<file path="src/rtl/io_interface_if.sv">
// ----------------------------------------------------------------------------
// io_interface_if
// Load/store bus between the RISC-V datapath and the memory-mapped UART port.
//   rd2       store data (byte rd2[7:0] is transmitted)
//   Addr      full 32-bit byte address
//   IO_trans  store byte-enable mask, any set bit marks a store
//   IO_recv   load strobe
//   Received  combinational read data for Addr
// Modports: master = datapath side, slave = UART port side.
// ----------------------------------------------------------------------------
interface io_interface_if;
    logic [31:0] rd2;
    logic [31:0] Addr;
    logic [3:0]  IO_trans;
    logic        IO_recv;
    logic [31:0] Received;

    modport master (output rd2, output Addr, output IO_trans, output IO_recv,
                    input Received);
    modport slave  (input rd2, input Addr, input IO_trans, input IO_recv,
                    output Received);
endinterface

</file>
<file path="src/rtl/io_interface.sv">
// ----------------------------------------------------------------------------
// io_interface
// Memory-mapped 8N1 UART port in the 0x8000_00xx I/O window.
//   0x8000_0000  status  {30'b0, rx_valid, tx_ready}   (read-only)
//   0x8000_0004  rx data {24'b0, rx_data}              (read-only)
//   0x8000_0008  tx data, store sends rd2[7:0]         (reads 0)
//   0x8000_0010  cycle counter                          (CYCLE_COUNTER_EN)
//   0x8000_0018  store clears the cycle counter         (CYCLE_COUNTER_EN)
// Optional feature macro: CYCLE_COUNTER_EN.
// Ports:
//   Clock, Reset  clock and asynchronous active-low reset
//   bus           io_interface_if.slave load/store bus
//   FPGA_Sin      serial input (idle high)
//   FPGA_Sout     serial output (idle high)
//   tx_state_dbg  TX FSM state, rx_state_dbg  RX FSM state
// Handshake: a store to the tx data address is the valid, tx_ready is the
// ready; a byte transfers on the rising edge where both are high. A store
// presented while tx_ready is low is dropped, never queued.
// ----------------------------------------------------------------------------
module io_interface #(
    parameter int ClockFreq = 100_000_000,
    parameter int BaudRate  = 115_200
) (
    input  logic          Clock,
    input  logic          Reset,
    io_interface_if.slave bus,
    input  logic          FPGA_Sin,
    output logic          FPGA_Sout,
    output logic [1:0]    tx_state_dbg,
    output logic [1:0]    rx_state_dbg
);
    localparam int SE   = ClockFreq / BaudRate;
    localparam int HALF = (SE / 2 > 0) ? SE / 2 : 1;
    localparam int CW   = (SE > 1) ? $clog2(SE) : 1;
    localparam logic [CW-1:0] BIT_LAST  = CW'(SE - 1);
    localparam logic [CW-1:0] HALF_LAST = CW'(HALF - 1);

    localparam logic [31:0] ADDR_STATUS  = 32'h8000_0000;
    localparam logic [31:0] ADDR_RX_DATA = 32'h8000_0004;
    localparam logic [31:0] ADDR_TX_DATA = 32'h8000_0008;

    typedef enum logic [1:0] {IDLE = 2'd0, START = 2'd1, DATA = 2'd2, STOP = 2'd3} uart_state_t;

    logic store;
    logic tx_ready, tx_accept, tx_bit_end;
    logic rx_consume;
    logic unused_rd2_bits;

    assign store      = |bus.IO_trans;
    assign rx_consume = bus.IO_recv && (bus.Addr == ADDR_RX_DATA);
    assign unused_rd2_bits = ^bus.rd2[31:8];

    // ---------------------------------------------------------------- TX
    uart_state_t   tx_state, tx_next;
    logic [CW-1:0] tx_cnt;
    logic [2:0]    tx_bit;
    logic [7:0]    tx_shift;

    assign tx_ready   = (tx_state == IDLE);
    assign tx_accept  = store && (bus.Addr == ADDR_TX_DATA) && tx_ready;
    assign tx_bit_end = (tx_cnt == BIT_LAST);

    always_ff @(posedge Clock or negedge Reset) begin
        if (!Reset) tx_state <= IDLE;
        else        tx_state <= tx_next;
    end

    always_ff @(posedge Clock or negedge Reset) begin
        if (!Reset) begin
            tx_cnt   <= '0;
            tx_bit   <= 3'd0;
            tx_shift <= 8'h00;
        end else if (tx_accept) begin
            tx_cnt   <= '0;
            tx_bit   <= 3'd0;
            tx_shift <= bus.rd2[7:0];
        end else if (tx_state != IDLE) begin
            if (tx_bit_end) begin
                tx_cnt <= '0;
                if (tx_state == DATA) begin
                    tx_shift <= {1'b0, tx_shift[7:1]};
                    tx_bit   <= tx_bit + 3'd1;
                end
            end else begin
                tx_cnt <= tx_cnt + 1'b1;
            end
        end
    end

    always_comb begin
        tx_next = tx_state;
        case (tx_state)
            IDLE:  if (tx_accept) tx_next = START;
            START: if (tx_bit_end) tx_next = DATA;
            DATA:  if (tx_bit_end && tx_bit == 3'd7) tx_next = STOP;
            STOP:  if (tx_bit_end) tx_next = IDLE;
            default: tx_next = IDLE;
        endcase
    end

    always_comb begin
        FPGA_Sout = 1'b1;
        case (tx_state)
            START:   FPGA_Sout = 1'b0;
            DATA:    FPGA_Sout = tx_shift[0];
            default: FPGA_Sout = 1'b1;
        endcase
    end

    // ---------------------------------------------------------------- RX
    uart_state_t   rx_state, rx_next;
    logic [CW-1:0] rx_cnt;
    logic [2:0]    rx_bit;
    logic [7:0]    rx_shift, rx_data;
    logic          rx_valid;
    logic          sin_s1, sin_s2, sin_prev;
    logic          rx_fall, rx_bit_end, rx_half_end;
    logic          rx_cnt_wrap, rx_sample_data, rx_done;

    assign rx_fall     = sin_prev && !sin_s2;
    assign rx_bit_end  = (rx_cnt == BIT_LAST);
    assign rx_half_end = (rx_cnt == HALF_LAST);

    always_ff @(posedge Clock or negedge Reset) begin
        if (!Reset) rx_state <= IDLE;
        else        rx_state <= rx_next;
    end

    always_ff @(posedge Clock or negedge Reset) begin
        if (!Reset) begin
            sin_s1   <= 1'b1;
            sin_s2   <= 1'b1;
            sin_prev <= 1'b1;
            rx_cnt   <= '0;
            rx_bit   <= 3'd0;
            rx_shift <= 8'h00;
            rx_data  <= 8'h00;
            rx_valid <= 1'b0;
        end else begin
            sin_s1   <= FPGA_Sin;
            sin_s2   <= sin_s1;
            sin_prev <= sin_s2;
            if (rx_state == IDLE || rx_cnt_wrap) rx_cnt <= '0;
            else                                 rx_cnt <= rx_cnt + 1'b1;
            if (rx_state == IDLE) begin
                rx_bit <= 3'd0;
            end else if (rx_sample_data) begin
                rx_shift <= {sin_s2, rx_shift[7:1]};
                rx_bit   <= rx_bit + 3'd1;
            end
            // A completing byte outranks a consume on the same edge.
            if (rx_done) begin
                rx_data  <= rx_shift;
                rx_valid <= 1'b1;
            end else if (rx_consume) begin
                rx_valid <= 1'b0;
            end
        end
    end

    always_comb begin
        rx_next = rx_state;
        case (rx_state)
            IDLE:  if (rx_fall) rx_next = START;
            // Start bit re-checked half a bit in; a high line means a glitch.
            START: if (rx_half_end) rx_next = sin_s2 ? IDLE : DATA;
            DATA:  if (rx_bit_end && rx_bit == 3'd7) rx_next = STOP;
            STOP:  if (rx_bit_end) rx_next = IDLE;
            default: rx_next = IDLE;
        endcase
    end

    // After the half-bit start check the counter is mid-bit aligned, so every
    // full-period wrap lands in the middle of the next bit.
    always_comb begin
        rx_cnt_wrap    = (rx_state == START) ? rx_half_end : rx_bit_end;
        rx_sample_data = (rx_state == DATA) && rx_bit_end;
        rx_done        = (rx_state == STOP) && rx_bit_end && sin_s2;
    end

    // ------------------------------------------------------ cycle counter
`ifdef CYCLE_COUNTER_EN
    localparam logic [31:0] ADDR_CYCLES     = 32'h8000_0010;
    localparam logic [31:0] ADDR_CYCLES_CLR = 32'h8000_0018;
    logic [31:0] cyc_cnt;

    always_ff @(posedge Clock or negedge Reset) begin
        if (!Reset)                                   cyc_cnt <= 32'd0;
        else if (store && bus.Addr == ADDR_CYCLES_CLR) cyc_cnt <= 32'd0;
        else                                          cyc_cnt <= cyc_cnt + 32'd1;
    end
`endif

    // ------------------------------------------------------ read mux
    always_comb begin
        bus.Received = 32'd0;
        case (bus.Addr)
            ADDR_STATUS:  bus.Received = {30'd0, rx_valid, tx_ready};
            ADDR_RX_DATA: bus.Received = {24'd0, rx_data};
`ifdef CYCLE_COUNTER_EN
            ADDR_CYCLES:  bus.Received = cyc_cnt;
`endif
            default:      bus.Received = 32'd0;
        endcase
    end

    assign tx_state_dbg = tx_state;
    assign rx_state_dbg = rx_state;
endmodule

</file>
<file path="src/flat_wrapper.sv">
// flat-port wrapper written by rule: the top's interface ports become plain ports
module io_interface_flat 
#(
    parameter int ClockFreq = 100_000_000,
    parameter int BaudRate  = 115_200
)
  (Clock, Reset, FPGA_Sin, FPGA_Sout, tx_state_dbg, rx_state_dbg, bus_rd2, bus_Addr, bus_IO_trans, bus_IO_recv, bus_Received);
  io_interface_if bus_i ();
  input  logic Clock;
  input  logic Reset;
  input  logic FPGA_Sin;
  output logic FPGA_Sout;
  output logic [1:0] tx_state_dbg;
  output logic [1:0] rx_state_dbg;
  input wire logic [$bits(bus_i.rd2)-1:0] bus_rd2;
  input wire logic [$bits(bus_i.Addr)-1:0] bus_Addr;
  input wire logic [$bits(bus_i.IO_trans)-1:0] bus_IO_trans;
  input wire logic [$bits(bus_i.IO_recv)-1:0] bus_IO_recv;
  output wire logic [$bits(bus_i.Received)-1:0] bus_Received;
  assign bus_i.rd2 = bus_rd2;
  assign bus_i.Addr = bus_Addr;
  assign bus_i.IO_trans = bus_IO_trans;
  assign bus_i.IO_recv = bus_IO_recv;
  assign bus_Received = bus_i.Received;
  io_interface #(.ClockFreq(ClockFreq), .BaudRate(BaudRate)) u_core (.Clock(Clock), .Reset(Reset), .bus(bus_i), .FPGA_Sin(FPGA_Sin), .FPGA_Sout(FPGA_Sout), .tx_state_dbg(tx_state_dbg), .rx_state_dbg(rx_state_dbg));
endmodule
</file>
<file path="config.mk">
export PLATFORM = sky130hd
export DESIGN_NAME = io_interface_flat
export DESIGN_NICKNAME = d
export VERILOG_FILES = /design/src/rtl/io_interface_if.sv /design/src/rtl/io_interface.sv /design/src/flat_wrapper.sv
export SDC_FILE = /design/constraint.sdc
export NUM_CORES = 1
export LEC_CHECK = 0
export BUFFER_PORTS_ARGS = -buffer_cell sky130_fd_sc_hd__buf_2
export CAP_MARGIN = 20
export CORE_MARGIN = 2
export CORE_UTILIZATION = 54
export DETAILED_ROUTE_END_ITERATION = 16
export GPL_TIMING_DRIVEN = 0
export HOLD_SLACK_MARGIN = 0.02
export PLACE_DENSITY = 0.85
export SLEW_MARGIN = 20
export SYNTH_ARGS = -nofsm -noshare
export SYNTH_HDL_FRONTEND = slang
export SYNTH_SLANG_ARGS = --single-unit
</file>
<file path="constraint.sdc">
create_clock -name Clock -period 3.1 [get_ports Clock]
set_input_delay 0.31 -clock Clock [delete_from_list [all_inputs] [get_ports Clock]]
set_output_delay 0.31 -clock Clock [all_outputs]
set_load 0.1 [all_outputs]
</file>
After elaboration in Yosys (flattened, before gate mapping) --
Index checks and enable logic that the tools add are counted.
Storage, ports and cells: register bits 58, bits of input ports 72, output and inout bits 37, word-level logic and storage cells 94
Cells by class: add/sub/neg operators 4, eq/ne operators 22, mux-type cells 30, bitwise gates (word level) 1, reductions and logical operators 24
Operators with widths (count):
- $eq 32x32->1 const B | 3
- $mux 10 | 4
- $mux 8 | 4
- $add 10x1->10 const B | 2
- $eq 10x10->1 const B | 2
- $mux 2 | 9
- $mux 3 | 6
- $pmux 2 s4 | 2
- $pmux 8 s2 | 1
- $ne 2x1->1 const B | 6
- $reduce_bool 2->1 | 6
- $eq 10x9->1 const B | 1
- $logic_and 1x1->1 | 9
- $eq 2x2->1 const B | 4
- $reduce_and 4->1 | 2
- $add 3x1->3 const B | 2
- $eq 3x3->1 const B | 2
- $eq 2x1->1 const B | 2
- $logic_not 2->1 | 2
- $ne 2x2->1 const B | 2
- $reduce_or 4->1 | 1
- $mux 1 | 3
- $reduce_and 3->1 | 1
- $pmux 1 s2 | 1
- other kinds (4) | 4

Logic depth before layout (Yosys ltp) --
Gate-level depths: netlist of run 1.
depth after elaboration 5, mapped depth 8, gate-level depth less buffers 7

Worst setup path after synthesis of run 1 --
No wires, ideal clock.
kind register to output, start reg u_core.tx_state[0], in the netlist u_core.tx_state_dbg[0], end out bus_Received[0], arrival time 4.353 ns, required time 2.790 ns, path slack -1.563 ns, stages on the path, launching flop included 6, buffers on the path 1, path through dfrtp_1 inv_1 ha_1 clkbuf_1 mux2i_1 nor4_1
On the way: longest elaborated chain between the ends 2
Ends and longest elaborated chain:
- start, declared | RTL line io_interface.sv:54 | uart_state_t tx_state, tx_next;
- start signal, assigned | RTL line io_interface.sv:65 | else tx_state <= tx_next;
- $logic_not 2->1 | RTL line io_interface.sv:59 | assign tx_ready = (tx_state == IDLE);
- $pmux 8 s2 | RTL line io_interface.sv:197 | case (bus.Addr)
- end, declared | RTL line flat_wrapper.sv:19 | output wire logic [$bits(bus_i.Received)-1:0] bus_Received;
No other way between the ends.

Worst setup path after layout of run 1 --
Ends and elaborated chain as after synthesis.

==> results of run 1 <==
## path summary, 6_finish.rpt
| check | to | slack, ps | depth (start not counted) |
|---|---|---|---|
| max in group asynchronous | u_core.rx_data[1] | 2610 | 1 |
| worst max register to register | u_core.tx_shift[2] | 750 | 7 |
| worst min-delay path | u_core.tx_cnt[8] | 10 | 1 |
| worst min register to register | u_core.sin_s2 | 360 | 0 |
| worst max-delay path | bus_Received[0] | 600 | 6 |
| min in group Clock | u_core.sin_s1 | 80 | 1 |
## per-layer routing
layer / vias up / global-route usage (%)
li1: 1189 / -
met1: 1135 / 24.24
met2: 83 / 34.50
met3: 8 / 5.506
met4: 0 / 8.983
met5: - / 0
## cell usage in the layout, fill, tap and decap left out, drive strengths merged, types with 2 or more instances in the layout
cell / Yosys / final
dfstp: 3 / 3
nor3: 7 / 7
ha: 12 / 12
xnor2: 6 / 6
inv: 6 / 6
nor2b: 2 / 2
o21ai: 20 / 20
bufinv: 0 / 3
and3: 13 / 13
nand2: 22 / 22
and4: 2 / 2
nor4: 9 / 9
nor3b: 2 / 2
nand3b: 2 / 2
nor2: 30 / 30
or4: 2 / 2
mux2: 19 / 19
clkbuf: 4 / 15
dfrtp: 55 / 55
a21oi: 4 / 4
nor4b: 2 / 2
xor2: 4 / 4
nand3: 7 / 7
nand4: 5 / 5
a22o: 9 / 9
conb: 1 / 24
buf: 27 / 86
mux2i: 8 / 8
## final cells by class
class	instances	share of cell area, %
Clock buffer	11	3.649
Tap cell	72	2.325
Timing Repair Buffer	59	7.685
Multi-Input combinational cell	221	40.17
Inverter	6	0.5812
Clock inverter	5	2.648
Sequential cell	58	37.55
Buffer	31	5.392
## logic make-up after synthesis
| family | count (synthesis) |
|---|---|
| xor+xnor | 10 |
| other cells | 1 |
| simple gates | 108 |
| mux | 27 |
| compound gates | 40 |
| buf+inv | 37 |
| fa+ha+maj | 12 |
| flops | 58 |
## report_power, final
part,switching (W),internal [W]
clock,0.000297,0.000555
combinational,0.000182,0.0000520
sequential,0.00000607,0.000764
total,0.000484,0.00137
## flip-flops by register name (all words and copies together), names as in the netlist, named ones only
signal and cells:
u_core.rx_bit 3, u_core.rx_cnt 10, u_core.rx_data 8, u_core.rx_shift 8
u_core.rx_state_dbg 1, u_core.rx_valid 1, u_core.sin_prev 1, u_core.sin_s1 1
u_core.sin_s2 1, u_core.tx_bit 3, u_core.tx_cnt 10, u_core.tx_shift 8
u_core.tx_state_dbg 2
## through the flow
stage,cells,hold slack (ps),instance area [µm²]
global route,463,61.17,3875
finish,463,12.97,3875
CTS,463,49.82,3875
global placement,447,345.9,3628
detailed placement,447,349.8,3631
floorplan,316,14.41,3243
## worst max-delay path: stages (launching register included)
cell,delay (ps)
dfrtp_1,420
inv_1,130
ha_1,180
clkbuf_1,370
mux2i_1,160
nor4_2,140
buf_2,460
==> impl_metrics.yaml, run 1 <==
detailed_routing:
  ant_nets: 0
  wl_met1_um: 2678
  route.detailed.drc: 0
  dr_wl_met2_um: 3012
  dr_wl_met3_um: 381
  postRouteWirelength_um: 6165
  viasPerCell: 5.216
  dr_total_vias: 2415
  first_pass_iters: 4
  avgRoutedWirePerCell_um: 13.32
  highest_layer: "met4"
  drtIter0Drc: 101
timing:
  hold_violations: 0
  rsz0062_at_grt: "no"
  timing.final.crit_share_pct: 80.76
  fmax_ghz: 0.3994
  setup_violations: 0
  worst_slew_pin_slew_ps: 699.5
  slew_viol_final: 0
  finClkSkew_ps: 11.89
  setup_slack_ps: 596.3
  period_needed_ps: 2504
  maxSlewHeadroom_pct: 53.37
  final.setup.tns_ps: 0
floorplan:
  io_pins: 109
  die_w_um: 80.26
  die_h_um: 80.26
  die_area_um2: 6442
  num_rows: 27
  start_util_pct: 56.34
  design.core.area_um2: 5574
layout:
  regArea_um2: 1455
  final_nets: 470
  syn2layout_area_growth_pct: 23.39
  final_core_util_pct: 69.52
  diodes: 0
  fill_cells: 418
  layout-drive-gt1-share_pct: 35.81
  multi_input_area_um2: 1556
global_route:
  gr-total-overflow: 0
  grt_pass1_vias: 2313
  antenna_found_initial: 0
  grt_start_max_net_pins: 59
  grt_pass1_wl_um: 10090
  grtUsageTotal_pct: 20.38
power_and_ir_drop:
  totalPowerFinal_w: 0.001855
  leakage_nw: 1.952
  p_per_area_nw_per_um2: 478.7
  vdd.ir_drop.worst_mv: 0.2947
logic_synthesis:
  synth_edf_count: 0
  synth_top_cell_by_area: "dfrtp_1"
  ys_seq_area_share_pct: 46.33
  synth_compound_area_share_pct: 8.287
  synth_common_cells: "dfrtp_1, nor2_1, buf_4"
  synth_top_area_share_pct: 43.82
  yosys.area_share.simple_pct: 20.96
  syn-instance-count: 293
  synth-seq-cells: 58
  async_reset_ff_share_pct: 100.0
  ys_warn_count: 0
  synth_fa_ha_area_share_pct: 4.781
  synthMuxAreaShare_pct: 9.363
  ys.flop_type: "dfrtp_1"
  syn_area_um2: 3141
  syn_avg_cell_area_um2: 10.72
  synth_cell_type_count: 45
  synth_top_family_by_area: "simple AND/OR/NAND/NOR gates"
  synth_xor_area_share_pct: 2.789
  synth.area.top_cells: "dfrtp_1, mux2_2, buf_4"
  yosysMostFrequentCell: "dfrtp_1"
place:
  io_buffer_count: 59
  place_ws_ps: 617.7
  place.gp.congestion: 0.8217
  place_hpwl_um: 4403
setup_path:
  critPathKind: "flop to primary output"
  critPathLaunchType: "flop"
  crit_start: "u_core.tx_state_dbg[0]"
  path_max_fanout: 10
  endpoint_kind: "primary output"
  arrival_ps: 2190
  reg2reg_from: "u_core.tx_state_dbg[0]"
  crit_required_ps: 2790
clock_tree:
  cts_resized: 0
  clkTransAtPathRegs_ps: 70
  htree_levels: 3
  ctsLongestPathBuffers: 2
  postCtsSetupBuffers: 0
  clock_latency_ps: 340
  root_buffer: "clkbuf_8"
  ctsHoldBuffers: 0
  cts_made_buffers: 9
  cts_sinks: 58
  cts_tree: "built"
outcome:
  outcome: "finished, final reports clean"
worst_hold_path:
  hold_path.class: "primary input to async pin"
flow_run:
  maxCapViolations: 0
No activity file was read; power rests on OpenSTA's default activity.
==> run 2, diff against run 1 <==
--- a/config.mk
+++ b/config.mk
@@ -8,11 +8,11 @@
 export BUFFER_PORTS_ARGS = -buffer_cell sky130_fd_sc_hd__buf_2
 export CAP_MARGIN = 20
 export CORE_MARGIN = 2
-export CORE_UTILIZATION = 54
+export CORE_UTILIZATION = 45
 export DETAILED_ROUTE_END_ITERATION = 16
 export GPL_TIMING_DRIVEN = 0
 export HOLD_SLACK_MARGIN = 0.02
-export PLACE_DENSITY = 0.85
+export PLACE_DENSITY = 0.76
 export SLEW_MARGIN = 20
 export SYNTH_ARGS = -nofsm -noshare
 export SYNTH_HDL_FRONTEND = slang
==> constraint.sdc (replaced) <==
create_clock -name Clock -period 2.25 [get_ports Clock]
set_input_delay 0.225 -clock Clock [delete_from_list [all_inputs] [get_ports Clock]]
set_output_delay 0.225 -clock Clock [all_outputs]
set_load 0.1 [all_outputs]
==> run 2 against run 1 <==
  * Flip-flop and latch count unchanged
  * Core utilization decreased by 11 points
  * Combinational power increased by 40%
  * Critical path depth increased by 1
  * First-iteration DRC count increased by 41%
  * Clock power increased by 9.8%
  * Wire length decreased by 2.6%
  * Hold slack improved by 88 ps
  * Non-clock buffer count increased by 6
  * Count of clock-buffer cells in the layout unchanged
  * Clock skew decreased by 1.3 ps
  * Largest cell class unchanged
  * Largest power group is now sequential cells
  * Highest routed layer unchanged
==> impl_metrics.yaml, run 2 (synthesis results as in run 1) <==
clock_tree:
  ctsLongestPathBuffers: 2
  cts_sinks: 58
  cts_tree: "built"
  clkTransAtPathRegs_ps: 60
  root_buffer: "clkbuf_8"
  htree_levels: 3
  cts_made_buffers: 9
  clock_latency_ps: 330
timing:
  hold_violations: 0
  setup_violations: 0
  period_needed_ps: 2132
  timing.final.crit_share_pct: 94.76
  fmax_ghz: 0.4690
  rsz0062_at_grt: "no"
  worst_slew_pin_slew_ps: 703.0
  slew_viol_final: 0
  maxSlewHeadroom_pct: 53.13
  finClkSkew_ps: 10.58
place:
  placed_area_um2: 3661
  place_hpwl_um: 4325
  io_buffer_count: 59
  place.gp.congestion: 0.7859
  placed_cells: 455
detailed_routing:
  dr_total_vias: 2433
  postRouteWirelength_um: 6007
  ant_nets: 0
  viasPerCell: 5.101
  route.detailed.drc: 0
  avgRoutedWirePerCell_um: 12.59
  first_pass_iters: 4
  drtIter0Drc: 142
power_and_ir_drop:
  vdd.ir_drop.worst_mv: 0.4122
  p_per_area_nw_per_um2: 585.8
  leakage_nw: 1.986
layout:
  diodes: 0
  syn2layout_area_growth_pct: 26.18
  regArea_um2: 1458
  final_core_util_pct: 58.65
  layout_common_cells: "buf_2, dfrtp_1, nor2_1"
  multi_input_area_um2: 1590
  layout.cells.non_filler: 477
  reg.largest.list: "u_core.rx_cnt: 10 flops, u_core.tx_cnt: 10 flops"
  layout-drive-gt1-share_pct: 38.29
  fill_cells: 579
  fin_area_um2: 3963
  final_nets: 476
setup_path:
  reg2reg_setup_slack_ps: 120
  r2r-end: "u_core.tx_state_dbg[1]"
  worstSetupEndpoint: "u_core.tx_state_dbg[1]"
  endpoint_kind: "flop"
  crit_required_ps: 2460
  crit_start: "u_core.tx_cnt[0]"
  reg2reg_from: "u_core.tx_cnt[0]"
  critPathKind: "flop to flop"
  worstRegToRegCells: 7
  critPathLaunchType: "flop"
  arrival_ps: 2350
  path_max_fanout: 8
floorplan:
  die_h_um: 87.54
  num_rows: 30
  die_area_um2: 7663
  io_pins: 109
  start_util_pct: 46.48
  design.core.area_um2: 6756
  die_w_um: 87.54
worst_hold_path:
  hold_path.class: "primary input to flop"
global_route:
  gr-total-overflow: 0
  grt_pass1_wl_um: 9666
  grt_pass1_vias: 2219
  antenna_found_initial: 0
  grtUsageTotal_pct: 16.38
  grt_start_max_net_pins: 59
flow_run:
  maxCapViolations: 0
outcome:
  outcome: "finished, final reports clean"
[run 2: cell count changes in the layout (fill, tap and decap cells not counted), moves of 2 or more]
cell           previous run  this run
nor4_4                    1         3
buf_4                    25        28
clkbuf_2                  0         2
clkbuf_4                  0         7
clkbuf_1                  5         3
bufinv_16                 3         1
nor4_2                    8         6
buf_2                    60        53
clkinv_2                  1         3
dlygate4sd3_1             0         2
dfrtp_1                  55        53
dfrtp_2                   0         2
[run 2: critical path, stage by stage (launching register included)]
cell	delay, ps
dfrtp_1	390
ha_1	250
nand4b_1	180
nor4b_4	280
buf_4	190
nand2_1	70
a211oi_2	290
mux2_2	370
[run 2: metrics by stage]
stage / hold slack [ps] / setup TNS (ps) / worst slack (ps) / power, W
5_1_grt: 95.53 / 0 / 7.396 / 0.002421
3_5_place_dp: 331.2 / -697.5 / -103.0 / 0.001404
3_3_place_gp: 331.4 / -907.9 / -97.20 / 0.001401
6_report: 101.0 / 0 / 117.9 / 0.002321
2_1_floorplan: -70.59 / -505.1 / -454.4 / 0.001328
4_1_cts: 84.18 / 0 / 23.60 / 0.002350
[run 2: timing repair]
action,in CTS,in global routing
hold buffers,2,0
pin swaps,0,4
gates resized for setup,5,12
endpoints found under the setup margin,15,38
buffers inserted,0,4
endpoints found under the hold margin,56,0
[run 2: worst min path at each step]
stage | slack, ps | cells after the start | startpoint | end
floorplan | -70 | 0 | Reset | async pin
global placement | 330 | 1 | FPGA_Sin | u_core.sin_s1
detailed placement | 330 | 1 | Reset | u_core.tx_shift[4]
CTS | 80 | 3 | bus_rd2[3] | u_core.tx_shift[3]
global route | 100 | 3 | bus_rd2[3] | u_core.tx_shift[3]
finish | 100 | 3 | bus_rd2[3] | u_core.tx_shift[3]
[run 2: power breakdown]
group / internal, W / total, W / switching, W
Clock: 0.000537 / 0.000934 / 0.000397
Combinational: 0.0000742 / 0.000326 / 0.000252
Sequential: 0.00105 / 0.00106 / 0.00000843
Total: 0.00166 / 0.00232 / 0.000657
[run 2: layout make-up]
type                            instances  area share [%]
Multi-Input combinational cell        221           40.13
Sequential cell                        58           36.79
Timing Repair Buffer                   65           9.631
Buffer                                 31           5.431
Clock buffer                           11           3.568
Tap cell                               80           2.526
Clock inverter                          5           1.358
Inverter                                6          0.5684
[run 2: metal layers]
metal	global-route usage, %	part of all wire, %	vias to the layer above
li1	-	-	1203
met1	20.04	42	1125
met2	27.55	49	97
met3	3.770	7.8	8
met4	7.552	1.4	0
met5	0	0	-
